===== src/rtl/instruction_fetch_unit.sv =====
// Program store and sequencer feeding the 4-bit CPU's 9-bit Instruction input.
// Optional single-step gating is enabled with `define IFU_SINGLE_STEP_EN.
module instruction_fetch_unit #(
    parameter int DEPTH = 16,
    parameter int AW    = 4,
    parameter int IW    = 9
) (
    input  logic          CLK,
    input  logic          Reset,
    input  logic          load_en,
    input  logic [AW-1:0] load_addr,
    input  logic [IW-1:0] load_data,
    input  logic          start,
`ifdef IFU_SINGLE_STEP_EN
    input  logic          step,
`endif
    output logic [IW-1:0] Instruction,
    output logic          instr_valid,
    output logic [AW-1:0] pc,
    output logic          busy,
    output logic          halted
);

    typedef enum logic [1:0] {IDLE, RUN, HALT} state_t;

    state_t        state_reg, state_next;
    logic [AW-1:0] pc_reg, pc_next;
    logic [IW-1:0] instr_reg, instr_next;
    logic          valid_reg, valid_next;
    logic          last_reg, last_next;
    logic [IW-1:0] mem [DEPTH];
    logic [IW-1:0] word;
    logic          fetch;
    logic          mem_we;
    logic          is_halt;

    assign word    = mem[pc_reg];
    assign is_halt = (word[IW-1 -: 3] == 3'b111);
    assign mem_we  = load_en && (state_reg != RUN);
`ifdef IFU_SINGLE_STEP_EN
    assign fetch   = (state_reg == RUN) && step;
`else
    assign fetch   = (state_reg == RUN);
`endif

    // Memory is cleared by reset, so it is kept in registers rather than block RAM.
    always_ff @(posedge CLK or posedge Reset) begin
        if (Reset) begin
            for (int i = 0; i < DEPTH; i++) begin
                mem[i] <= '0;
            end
        end else if (mem_we) begin
            mem[load_addr] <= load_data;
        end
    end

    always_ff @(posedge CLK or posedge Reset) begin
        if (Reset) begin
            state_reg <= IDLE;
            pc_reg    <= '0;
            instr_reg <= '0;
            valid_reg <= 1'b0;
            last_reg  <= 1'b0;
        end else begin
            state_reg <= state_next;
            pc_reg    <= pc_next;
            instr_reg <= instr_next;
            valid_reg <= valid_next;
            last_reg  <= last_next;
        end
    end

    // Instruction defaults to the bubble so any non-issue cycle is harmless to the CPU.
    always_comb begin
        state_next = state_reg;
        pc_next    = pc_reg;
        instr_next = '0;
        valid_next = 1'b0;
        last_next  = last_reg;
        case (state_reg)
            IDLE, HALT: begin
                if (start && !load_en) begin
                    state_next = RUN;
                    pc_next    = '0;
                    last_next  = 1'b0;
                end
            end
            RUN: begin
                if (fetch) begin
                    if (last_reg || is_halt) begin
                        state_next = HALT;
                    end else begin
                        instr_next = word;
                        valid_next = 1'b1;
                        // The final word pins pc at the top; last_reg ends the run next fetch.
                        if (pc_reg == AW'(DEPTH - 1)) begin
                            last_next = 1'b1;
                        end else begin
                            pc_next = pc_reg + 1'b1;
                        end
                    end
                end
            end
            default: state_next = IDLE;
        endcase
    end

    assign Instruction = instr_reg;
    assign instr_valid = valid_reg;
    assign pc          = pc_reg;
    assign busy        = (state_reg == RUN);
    assign halted      = (state_reg == HALT);

endmodule

===== config.mk =====
export PLATFORM = sky130hd
export DESIGN_NAME = instruction_fetch_unit
export DESIGN_NICKNAME = d
export VERILOG_FILES = /design/src/rtl/instruction_fetch_unit.sv
export SDC_FILE = /design/constraint.sdc
export NUM_CORES = 1
export LEC_CHECK = 0
export ABC_CLOCK_PERIOD_IN_PS = 5200
export BUFFER_PORTS_ARGS = -buffer_cell sky130_fd_sc_hd__buf_2
export CORE_ASPECT_RATIO = 1.25
export CORE_MARGIN = 1.5
export CORE_UTILIZATION = 40
export CTS_BUF_LIST = sky130_fd_sc_hd__clkbuf_16
export CTS_CLUSTER_SIZE = 24
export DETAILED_ROUTE_END_ITERATION = 7
export PLACE_DENSITY = 0.68
export REMOVE_ABC_BUFFERS = 1
export SYNTH_ARGS = -nofsm -noshare
export SYNTH_HDL_FRONTEND = slang
export SYNTH_SLANG_ARGS = --single-unit

===== constraint.sdc =====
create_clock -name CLK -period 5.2 [get_ports CLK]
set_clock_uncertainty 0.1 [all_clocks]
set_input_delay 0.26 -clock CLK [delete_from_list [all_inputs] [get_ports CLK]]
set_output_delay 0.26 -clock CLK [all_outputs]
set_load 0.02 [all_outputs]

==> summary.txt, run 1 <==
Clocking
  • Worst-Skew Late Latency: 420 ps
  • CTS Buf Count: 17
  • Root Buffer: clkbuf_16
  • Reg clk slew, reported paths: 60 ps
  • CTS Sinks: 161
  • # hold bufs at CTS: 0
  • CTS H-Tree Depth: 4
  • Postcts setup bufs: 0
  • Cts repair resizes: 0
  • CTS tree: done
  • Max Buffers Root-to-Sink: 2

Timing
  • Relative slew slack: 18.0%
  • Tcrit/Tclk final: 62.9%
  • Final setup TNS: 0 ps
  • Fmax achieved: 0.306 GHz
  • RSZ-0062 raised after global routing: no
  • Final hold viol count: 20
  • Final worst setup slack: 1930 ps
  • Hold slack final: -50.6 ps
  • Tmin final: 3270 ps
  • Least-Margin Pin Slew: 1230 ps
  • Final Slew Violations: 0
  • Setup Viol. Count Final: 0

Setup path
  • Worst setup EP type: register
  • CP arrival: 3520 ps
  • CP max FO: 29
  • R2R setup slack: 1930 ps
  • Bufs and invs on worst path: 2
  • FF-to-FF End: Instruction[7]$_DFF_PP0_
  • Cell Chain, Critical Path: buf_4 > mux4_2 > a22oi_1 > nand3_1 > a311o_1 > inv_1 > and2_1
  • Crit path largest cell delay: 970 ps
  • CP top delay family: flip-flops
  • Critical Path RT: 5460 ps
  • CP Launch Type: register
  • RR Startpoint: pc[0]$_DFFE_PP0P_
  • R2r worst-path depth: 7
  • Crit path max-delay cell type: dfrtp_2
  • Critical path class: reg2reg

Floorplan
  • Die width: 123 um
  • Effective utilization at floorplan: 41.0%
  • IO Count: 33
  • Die ar.: 18800 um2
  • Num rows: 54
  • Die Y-Extent: 153 um
  • Area of the core: 17600 um2

Logic synthesis
  • Post-Synthesis Cells: 454
  • Mapped cell area: 7200 um2
  • Sequential fraction of the synthesis area: 55.9%
  • Syn. warnings: 0
  • Syn_area_per_cell: 15.9 um2
  • Post-synth EDFFs: 0
  • Synth Register Bits: 161
  • Yosys cell types: 34
  • Synth async-reset ratio: 100%
  • Main synth FF type: dfrtp_1

Power and ir drop
  • Total power draw: 0.00508 W
  • PwrDens: 623 nW/um2
  • IR drop worst, VDD: 0.259 mV
  • P_leak: 3.60 nW

Finish
  • Nets: 503
  • Number of flip-flops in the largest register: 144
  • Layout cells sized above 1: 52.6%
  • Syn-to-layout area delta: 13.1%

Routing
  • WL final: 15.2 mm
  • Vias per inst: 5.57
  • Residual DRC: 0
  • Routed Antenna Nets: 0
  • First drt pass iteration count: 4
  • DRT iter0 DRCs: 225
  • Via count: 4026
  • WL per Instance: 21.1 um

Place
  • Pre-CTS setup slack: 1860 ps
  • HPWL after DPL: 10.0 mm
  • Placer Congestion: 0.770
  • Port bufs: 32

GRT
  • Initial antenna violation count: 2
  • First-pass GRT wire length: 24.6 mm
  • Vias in the first global route: 4359
  • GRT overflow: 0
  • Total GRT Usage: 17.5%
  • Pin count of the biggest net entering global routing: 115

Status
  • Violated checks: hold timing
  • Status: finished, violations left

Job
  • Max capacitance violation total: 0

Hold path
  • HP Class: in2async
-- where the power goes --
group	switching (W)	internal (W)	total, W
clock network	0.000494	0.000702	0.00120
logic	0.000585	0.00102	0.00160
registers	0.000440	0.00184	0.00228
total	0.00152	0.00356	0.00508
-- cells in the mapped netlist (2+ instances only) --
master	number	area, um2
buf_2	4	20.0
buf_6	2	22.5
nand2_1	11	41.3
o21ai_0	4	20.0
nor2b_1	11	68.8
dfrtp_1	161	4030
mux2_2	144	1620
nor2_1	14	52.6
mux4_2	42	946
a22oi_1	2	15.0
nand3_1	7	35.0
nor3_2	3	30.0
a22o_1	2	17.5
clkbuf_1	19	71.3
inv_1	5	18.8
nand2b_1	5	31.3
-- how the worst max path moves through the flow --
stage / to / cells past startpoint / slack [ps] / from
6_report: Instruction[7]$_DFF_PP0_ / 7 / 1930 / pc[0]$_DFFE_PP0P_
5_1_grt: Instruction[7]$_DFF_PP0_ / 7 / 1610 / pc[0]$_DFFE_PP0P_
4_1_cts: Instruction[7]$_DFF_PP0_ / 7 / 1840 / pc[0]$_DFFE_PP0P_
3_5_place_dp: Instruction[7]$_DFF_PP0_ / 7 / 1860 / pc[0]$_DFFE_PP0P_
3_3_place_gp: Instruction[7]$_DFF_PP0_ / 7 / 1860 / pc[0]$_DFFE_PP0P_
2_1_floorplan: Instruction[0]$_DFF_PP0_ / 1 / 490 / Reset
-- cells by family after synthesis --
| logic type | Yosys count | share of synthesized area (%) |
|---|---|---|
| XOR/XNOR | 1 | 0.122 |
| multiplexers | 187 | 36.0 |
| buffers and inverters | 31 | 1.89 |
| AO/OA/AOI/OAI | 16 | 1.77 |
| AND/OR/NAND/NOR | 57 | 4.12 |
| flip-flops | 161 | 55.9 |
| adder cells (fa/ha/maj) | 1 | 0.174 |
-- layer usage --
layer	vias up	GRT usage [%]	wire length, um
li1	1751	-	-
met1	2146	23.1	6480
met2	99	28.4	7690
met3	28	3.84	703
met4	2	6.51	345
met5	-	0	13
-- area by class of cell --
class	count	area, um2
Tap cell	224	280
Fill cell	1499	9420
Inverter	5	23.8
Clock buffer	17	425
Antenna cell	1	2.50
Sequential cell	161	4030
Clock inverter	15	144
Timing Repair Buffer	38	205
Multi-Input combinational cell	262	3040
-- per-stage QoR --
| stage | util (%) | std cells | hold slack, ps | area [um2] |
|---|---|---|---|---|
| CTS | 46.4 | 722 | 23.2 | 8150 |
| global route | 46.4 | 723 | 52.0 | 8150 |
| floorplan | - | 428 | 309 | 7090 |
| finish | 46.4 | 723 | -50.6 | 8150 |
| global placement | 43.1 | 690 | 382 | 7580 |
| detailed placement | 43.1 | 690 | 388 | 7580 |
-- cell usage in the layout (no fill, tap or decap), types with 5 or more instances in the layout --
cell type	netlist	layout
mux4_2	42	42
buf_4	0	6
clkbuf_16	0	17
nand3_1	7	7
nor2b_1	11	11
dfrtp_1	161	159
inv_1	5	6
nand2_1	11	11
mux2_2	144	144
buf_2	4	32
nand2b_1	5	5
nor2_1	14	14
No activity file was read; power rests on OpenSTA's default activity.
==> run 2, diff against run 1 <==
--- a/config.mk
+++ b/config.mk
@@ -5,7 +5,8 @@
 export SDC_FILE = /design/constraint.sdc
 export NUM_CORES = 1
 export LEC_CHECK = 0
-export ABC_CLOCK_PERIOD_IN_PS = 5200
+export ABC_AREA = 1
+export ABC_CLOCK_PERIOD_IN_PS = 3000
 export BUFFER_PORTS_ARGS = -buffer_cell sky130_fd_sc_hd__buf_2
 export CORE_ASPECT_RATIO = 1.25
 export CORE_MARGIN = 1.5
@@ -13,7 +14,7 @@
 export CTS_BUF_LIST = sky130_fd_sc_hd__clkbuf_16
 export CTS_CLUSTER_SIZE = 24
 export DETAILED_ROUTE_END_ITERATION = 7
-export PLACE_DENSITY = 0.68
+export PLACE_DENSITY = 0.7
 export REMOVE_ABC_BUFFERS = 1
 export SYNTH_ARGS = -nofsm -noshare
 export SYNTH_HDL_FRONTEND = slang
==> constraint.sdc (replaced) <==
create_clock -name CLK -period 3 [get_ports CLK]
set_clock_uncertainty 0.1 [all_clocks]
set_input_delay 0.15 -clock CLK [delete_from_list [all_inputs] [get_ports CLK]]
set_output_delay 0.15 -clock CLK [all_outputs]
set_load 0.02 [all_outputs]
==> run 2 against run 1 <==
  * The run now ends clean
  * Sequential power grew 66%
  * Critical path depth is 3 higher
  * Sequential share of layout area is 0.67 points lower
  * Area after synthesis rose by 3.6%
  * Cell count is 58% higher
  * Highest routed layer is now met4
==> summary.txt, run 2 <==
Power and ir drop
  • Sw Share: 38.7%
  • Seq pwr share: 41.9%
  • P_sw: 0.00350 W
  • PwrDens: 1100 nW/um2
  • Clock power frac: 23.3%
  • IR drop worst, VDD: 0.488 mV
  • Total power draw: 0.00905 W
  • Internal power: 0.00555 W
  • Comb pwr share: 34.9%
  • P_leak: 3.93 nW

Clocking
  • Postcts setup bufs: 0
  • CTS H-Tree Depth: 4
  • CTS Buf Count: 17
  • CTS tree: done
  • CTS Sinks: 161
  • Max Buffers Root-to-Sink: 2
  • Reg clk slew, reported paths: 60 ps
  • Root Buffer: clkbuf_16
  • Worst-Skew Late Latency: 430 ps

Finish
  • Layout cells sized above 1: 11.9%
  • Register area: 4030 um2
  • Non-filler instance count after layout: 1143
  • Nets: 920
  • Syn-to-layout area delta: 10.7%
  • Final instance area: 8260 um2
  • Commonest non-fill, non-tap cell in the layout: nand2_1
  • Area of the multi-input gates: 2970 um2
  • Ant. Diodes: 0
  • Number of flip-flops in the largest register: 144
  • Commonest cells after routing, fill and taps aside: nand2_1 (290), o21ai_0 (162), dfrtp_1 (160)
  • # fillers: 1786

Logic synthesis
  • Mapped cell area: 7460 um2
  • Post-synthesis mux area share: 0%
  • Synth top area share: 54.0%
  • Post-synth EDFFs: 0
  • XOR/XNOR share of the synthesized area: 0%
  • Post-Synth Adder-Cell Area: 0.168%
  • Synth async-reset ratio: 100%
  • Synth Register Bits: 161
  • Post-Synthesis Cells: 895
  • Syn_area_per_cell: 8.34 um2
  • Top post-synthesis cells by count: nand2_1 (290), o21ai_0 (162), dfrtp_1 (161), nor2_1 (62), nand3_1 (42)
  • Syn. warnings: 0
  • Dominant cell type by area after synthesis: dfrtp_1
  • Largest family of logic cells by synthesized area: simple AND/OR/NAND/NOR gates
  • Compound-Gate Fraction of Synth Area: 15.4%
  • Sequential fraction of the synthesis area: 54.0%
  • Main synth FF type: dfrtp_1
  • Synth Area in Simple Gates: 24.2%
  • Yosys cell types: 32
  • Synth top area cells: dfrtp_1 (54%), nand2_1 (15%), o21ai_0 (11%)
  • Count leader, synth: nand2_1

Place
  • Placer Congestion: 0.805
  • Post-Place Cell Area: 7670 um2
  • Port bufs: 32
  • HPWL after DPL: 12.0 mm
  • Placed Cells: 1109

Setup path
  • Worst setup EP type: register
  • CP Launch Type: register
  • CP max FO: 23
  • CP top delay family: simple AND/OR/NAND/NOR gates
  • CP arrival: 2640 ps
  • Crit path max-delay cell type: dfrtp_1
  • Crit path largest cell delay: 590 ps
  • Critical Path RT: 3240 ps
  • Bufs and invs on worst path: 1
  • Critical path class: reg2reg
  • Cell Chain, Critical Path: inv_2 > nor2_8 > nand2_1 > nor2_1 > nor2_1 > nand2_2 > nand2_2 > nand3_2 > nand3_2 > nor3_1

Routing
  • DRT iter0 DRCs: 722
  • WL per Instance: 16.8 um
  • Residual DRC: 0
  • WL final: 19.2 mm
  • Via count: 6110
  • Routed Antenna Nets: 0
  • First drt pass iteration count: 6
  • Vias per inst: 5.35

Timing
  • Least-Margin Pin Slew: 596 ps
  • Tmin final: 2400 ps
  • Hold slack final: 3.18 ps
  • Fmax achieved: 0.416 GHz
  • Relative slew slack: 60.2%
  • Setup Viol. Count Final: 0
  • Tcrit/Tclk final: 80.1%
  • Final hold viol count: 0
  • Final setup TNS: 0 ps
  • RSZ-0062 raised after global routing: no
  • Final Slew Violations: 0

Floorplan
  • IO Count: 33
  • Die ar.: 19500 um2
  • Die width: 125 um
  • Effective utilization at floorplan: 41.1%
  • Area of the core: 18200 um2
  • Num rows: 55
  • Die Y-Extent: 156 um

Hold path
  • HP Class: in2reg

GRT
  • Initial antenna violation count: 0
  • Total GRT Usage: 20.7%
  • Pin count of the biggest net entering global routing: 73
  • Vias in the first global route: 5974
  • GRT overflow: 0
  • First-pass GRT wire length: 32.0 mm

Status
  • Status: finished clean

Job
  • Max capacitance violation total: 0
run 2: cell types whose count changed after synthesis, moves of 22 or more:
cell     change
mux4_2      -42
nor2_1      +48
buf_2       +22
nand3_1     +35
nand2_1    +279
mux2_2     -144
inv_1       +27
o21ai_0    +158
run 2: cell families (layout without fill, tap and decap cells):
| logic type | count (synthesis) | in the layout |
|---|---|---|
| AOI/OAI and AO/OA | 212 | 212 |
| adders and majority gates | 1 | 1 |
| buffers and inverters | 90 | 110 |
| DFF | 161 | 161 |
| and+or+nand+nor | 431 | 431 |
run 2: area by class of cell:
class	count	area share [%]
Clock inverter	15	1.74
Timing Repair Buffer	41	3.12
Inverter	37	1.85
Multi-Input combinational cell	644	35.9
Sequential cell	161	48.8
Tap cell	228	3.45
Clock buffer	17	5.15
run 2: what timing repair did:
item | 4_1_cts | 5_1_grt
endpoints found under the hold margin | 55 | 0
endpoints found under the setup margin | 0 | 0
gates resized for setup | 0 | 0
hold buffers | 2 | 0
run 2: final timing paths:
path	from	end	slack, ps	depth (start not counted)
max	pc[2]$_DFFE_PP0P_	Instruction[8]$_DFF_PP0_	600	10
min	load_en	state_reg[1]$_DFFE_PP0P_	3	5
max reg2reg	pc[2]$_DFFE_PP0P_	Instruction[8]$_DFF_PP0_	600	10
min reg2reg	mem[127]$_DFFE_PP0P_	mem[127]$_DFFE_PP0P_	380	2
max in group asynchronous	Reset	mem[120]$_DFFE_PP0P_	1680	4
min in group asynchronous	Reset	mem[18]$_DFFE_PP0P_	210	3
run 2: routing by layer:
metal | global-route usage, % | wire (um) | vias up
met5 | 0 | 0 | -
met2 | 34.6 | 9250 | 228
met1 | 26.7 | 8170 | 2914
met3 | 4.60 | 1290 | 36
li1 | - | - | 2932
met4 | 7.25 | 449 | 0
run 2: metrics by stage:
stage          setup WS [ps]  utilization (%)
3_3_place_gp             648             42.2
3_5_place_dp             602             42.2
6_report                 596             45.5
2_1_floorplan          -1600                -
5_1_grt                  357             45.5
4_1_cts                  596             45.5
run 2: tightest hold or removal path: stages:
cell	delay (ps)
buf_2	80
inv_1	60
nand2_1	80
nand2_1	70
nand2_1	60
run 2: power groups by stage:
stage / Sequential, W / Combinational [W] / Clock [W]
3_5_place_dp: 0.00379 / 0.00313 / 0
5_1_grt: 0.00391 / 0.00361 / 0.00222
2_1_floorplan: 0.00385 / 0.00212 / 0
6_report: 0.00379 / 0.00316 / 0.00211
4_1_cts: 0.00377 / 0.00316 / 0.00212
3_3_place_gp: 0.00377 / 0.00306 / 0
==> run 3, diff against run 2 <==
--- a/config.mk
+++ b/config.mk
@@ -6,7 +6,7 @@
 export NUM_CORES = 1
 export LEC_CHECK = 0
 export ABC_AREA = 1
-export ABC_CLOCK_PERIOD_IN_PS = 3000
+export ABC_CLOCK_PERIOD_IN_PS = 2200
 export BUFFER_PORTS_ARGS = -buffer_cell sky130_fd_sc_hd__buf_2
 export CORE_ASPECT_RATIO = 1.25
 export CORE_MARGIN = 1.5
==> constraint.sdc (replaced) <==
create_clock -name CLK -period 2.2 [get_ports CLK]
set_clock_uncertainty 0.1 [all_clocks]
set_input_delay 0.11 -clock CLK [delete_from_list [all_inputs] [get_ports CLK]]
set_output_delay 0.11 -clock CLK [all_outputs]
set_load 0.02 [all_outputs]
==> run 3 against run 2 <==
  * Routed wire length down 2.4%
  * Largest cell class unchanged
  * Critical path depth up 3
  * Sequential cell count unchanged
  * Setup slack worse by 410 ps
  * Die area unchanged
  * Via count up 0.85%
  * Count of clock-buffer cells in the layout unchanged
  * Highest routed layer unchanged
  * Critical endpoint is now pc[3]$_DFFE_PP0P_
  * Sequential share of layout area down 1.6 points
==> summary.txt, run 3 (same netlist as run 2, synthesis figures left out) <==
Routing
  • Residual DRC: 0
  • First drt pass iteration count: 6
  • Vias per inst: 5.28
  • WL final: 18.7 mm
  • Routed Antenna Nets: 0
  • Via count: 6162
  • WL per Instance: 16.0 um
  • DRT iter0 DRCs: 473

Setup path
  • R2r worst-path depth: 13
  • Critical Path RT: 2460 ps
  • Setup crit start: pc[0]$_DFFE_PP0P_
  • R2R setup slack: 180 ps
  • CP max FO: 48
  • CP arrival: 2270 ps
  • FF-to-FF End: pc[3]$_DFFE_PP0P_
  • RR Startpoint: pc[0]$_DFFE_PP0P_
  • Critical path class: reg2reg
  • Worst setup EP type: register
  • CP Launch Type: register
  • CP Capture Point: pc[3]$_DFFE_PP0P_

Floorplan
  • Die width: 125 um
  • Die Y-Extent: 156 um
  • Die ar.: 19500 um2
  • Area of the core: 18200 um2
  • Num rows: 55
  • IO Count: 33
  • Effective utilization at floorplan: 41.1%

GRT
  • Vias in the first global route: 6047
  • First-pass GRT wire length: 31.0 mm
  • GRT overflow: 0
  • Initial antenna violation count: 0
  • Total GRT Usage: 19.9%
  • Pin count of the biggest net entering global routing: 61

Place
  • Placer Congestion: 0.849
  • Post-Place Cell Area: 7850 um2
  • Placed Cells: 1128
  • Port bufs: 32
  • HPWL after DPL: 12.2 mm

Finish
  • Number of flip-flops in the largest register: 144
  • Commonest cells after routing, fill and taps aside: nand2_1 (290), o21ai_0 (162), dfrtp_1 (160)
  • Layout cells sized above 1: 14.2%
  • Final instance area: 8550 um2
  • Nets: 944
  • Ant. Diodes: 0
  • Commonest non-fill, non-tap cell in the layout: nand2_1
  • Final design utilization: 47.0%
  • Non-filler instance count after layout: 1166
  • Syn-to-layout area delta: 14.5%

Timing
  • Tcrit/Tclk final: 91.6%
  • Relative slew slack: 65.8%
  • RSZ-0062 raised after global routing: no
  • Tmin final: 2020 ps
  • Least-Margin Pin Slew: 512 ps
  • Fmax achieved: 0.496 GHz
  • Setup Viol. Count Final: 0
  • Final hold viol count: 0
  • Final setup TNS: 0 ps
  • Final Slew Violations: 0

Clocking
  • CTS Sinks: 161
  • CTS tree: done
  • Max Buffers Root-to-Sink: 2
  • Root Buffer: clkbuf_16
  • Reg clk slew, reported paths: 60 ps
  • Worst-Skew Late Latency: 430 ps
  • CTS H-Tree Depth: 4
  • CTS Buf Count: 17

Hold path
  • HP Class: in2reg

Power and ir drop
  • PwrDens: 1500 nW/um2
  • P_leak: 4.08 nW
  • Sw Share: 37.8%
  • Total power draw: 0.0128 W
  • Comb pwr share: 36.0%
  • P_sw: 0.00484 W
  • Clock power frac: 23.4%
  • IR drop worst, VDD: 0.629 mV
  • Internal power: 0.00796 W
  • Seq pwr share: 40.5%

Job
  • Max capacitance violation total: 0

Status
  • Status: finished clean
run 3: cell type report:
| class | count | area [um2] |
|---|---|---|
| Fill cell | 1743 | 9620 |
| Sequential cell | 161 | 4030 |
| Multi-Input combinational cell | 644 | 2970 |
| Timing Repair Buffer | 65 | 513 |
| Clock buffer | 17 | 425 |
| Tap cell | 228 | 285 |
| Clock inverter | 14 | 166 |
| Inverter | 37 | 153 |
run 3: worst max-delay path, cell delays in order (launching register included):
cell     delay (ps)
dfrtp_2         470
inv_8           240
nand2_1          80
nand3_1          70
nand2_1          50
nor2_1          120
nor2_1           80
nor2_1          150
nand3_2         160
nand2_2         110
nand2_4          80
nand2_4          80
nand2_1          50
nand2_1          60
run 3: worst min path at each step:
| stage | from | endpoint | depth (start not counted) |
|---|---|---|---|
| global placement | Reset | mem[28]$_DFFE_PP0P_ | 2 |
| global route | load_en | last_reg$_DFFE_PP0P_ | 5 |
| finish | load_en | state_reg[0]$_DFFE_PP0P_ | 6 |
| CTS | load_en | state_reg[0]$_DFFE_PP0P_ | 6 |
| floorplan | start | state_reg[1]$_DFFE_PP0P_ | 3 |
| detailed placement | Reset | mem[28]$_DFFE_PP0P_ | 2 |
run 3: timing repair:
action,CTS,global route
setup endpoints to repair,0,15
endpoints found under the hold margin,53,0
hold buffers,3,0
gates resized for setup,0,1
setup buffers,0,2
run 3: per-layer routing:
metal	routed length, um	track usage, %
met5	0	0
met4	497	8.17
met3	820	3.57
met2	9050	33.4
met1	8330	25.6
run 3: power groups by stage:
stage | logic (W) | registers (W) | clock network [W]
2_1_floorplan | 0.00289 | 0.00524 | 0
3_3_place_gp | 0.00431 | 0.00517 | 0
3_5_place_dp | 0.00445 | 0.00519 | 0
4_1_cts | 0.00448 | 0.00517 | 0.00302
5_1_grt | 0.00525 | 0.00535 | 0.00316
6_report | 0.00461 | 0.00519 | 0.00300
run 3: metrics by stage:
| step | setup WS (ps) | hold WS, ps |
|---|---|---|
| after detailed placement | 68.0 | 80.6 |
| after floorplan | -2360 | 200 |
| after CTS | 64.1 | 4.74 |
| after global placement | 137 | 82.6 |
| final | 184 | 10.9 |
| after global routing | 0.774 | 62.6 |
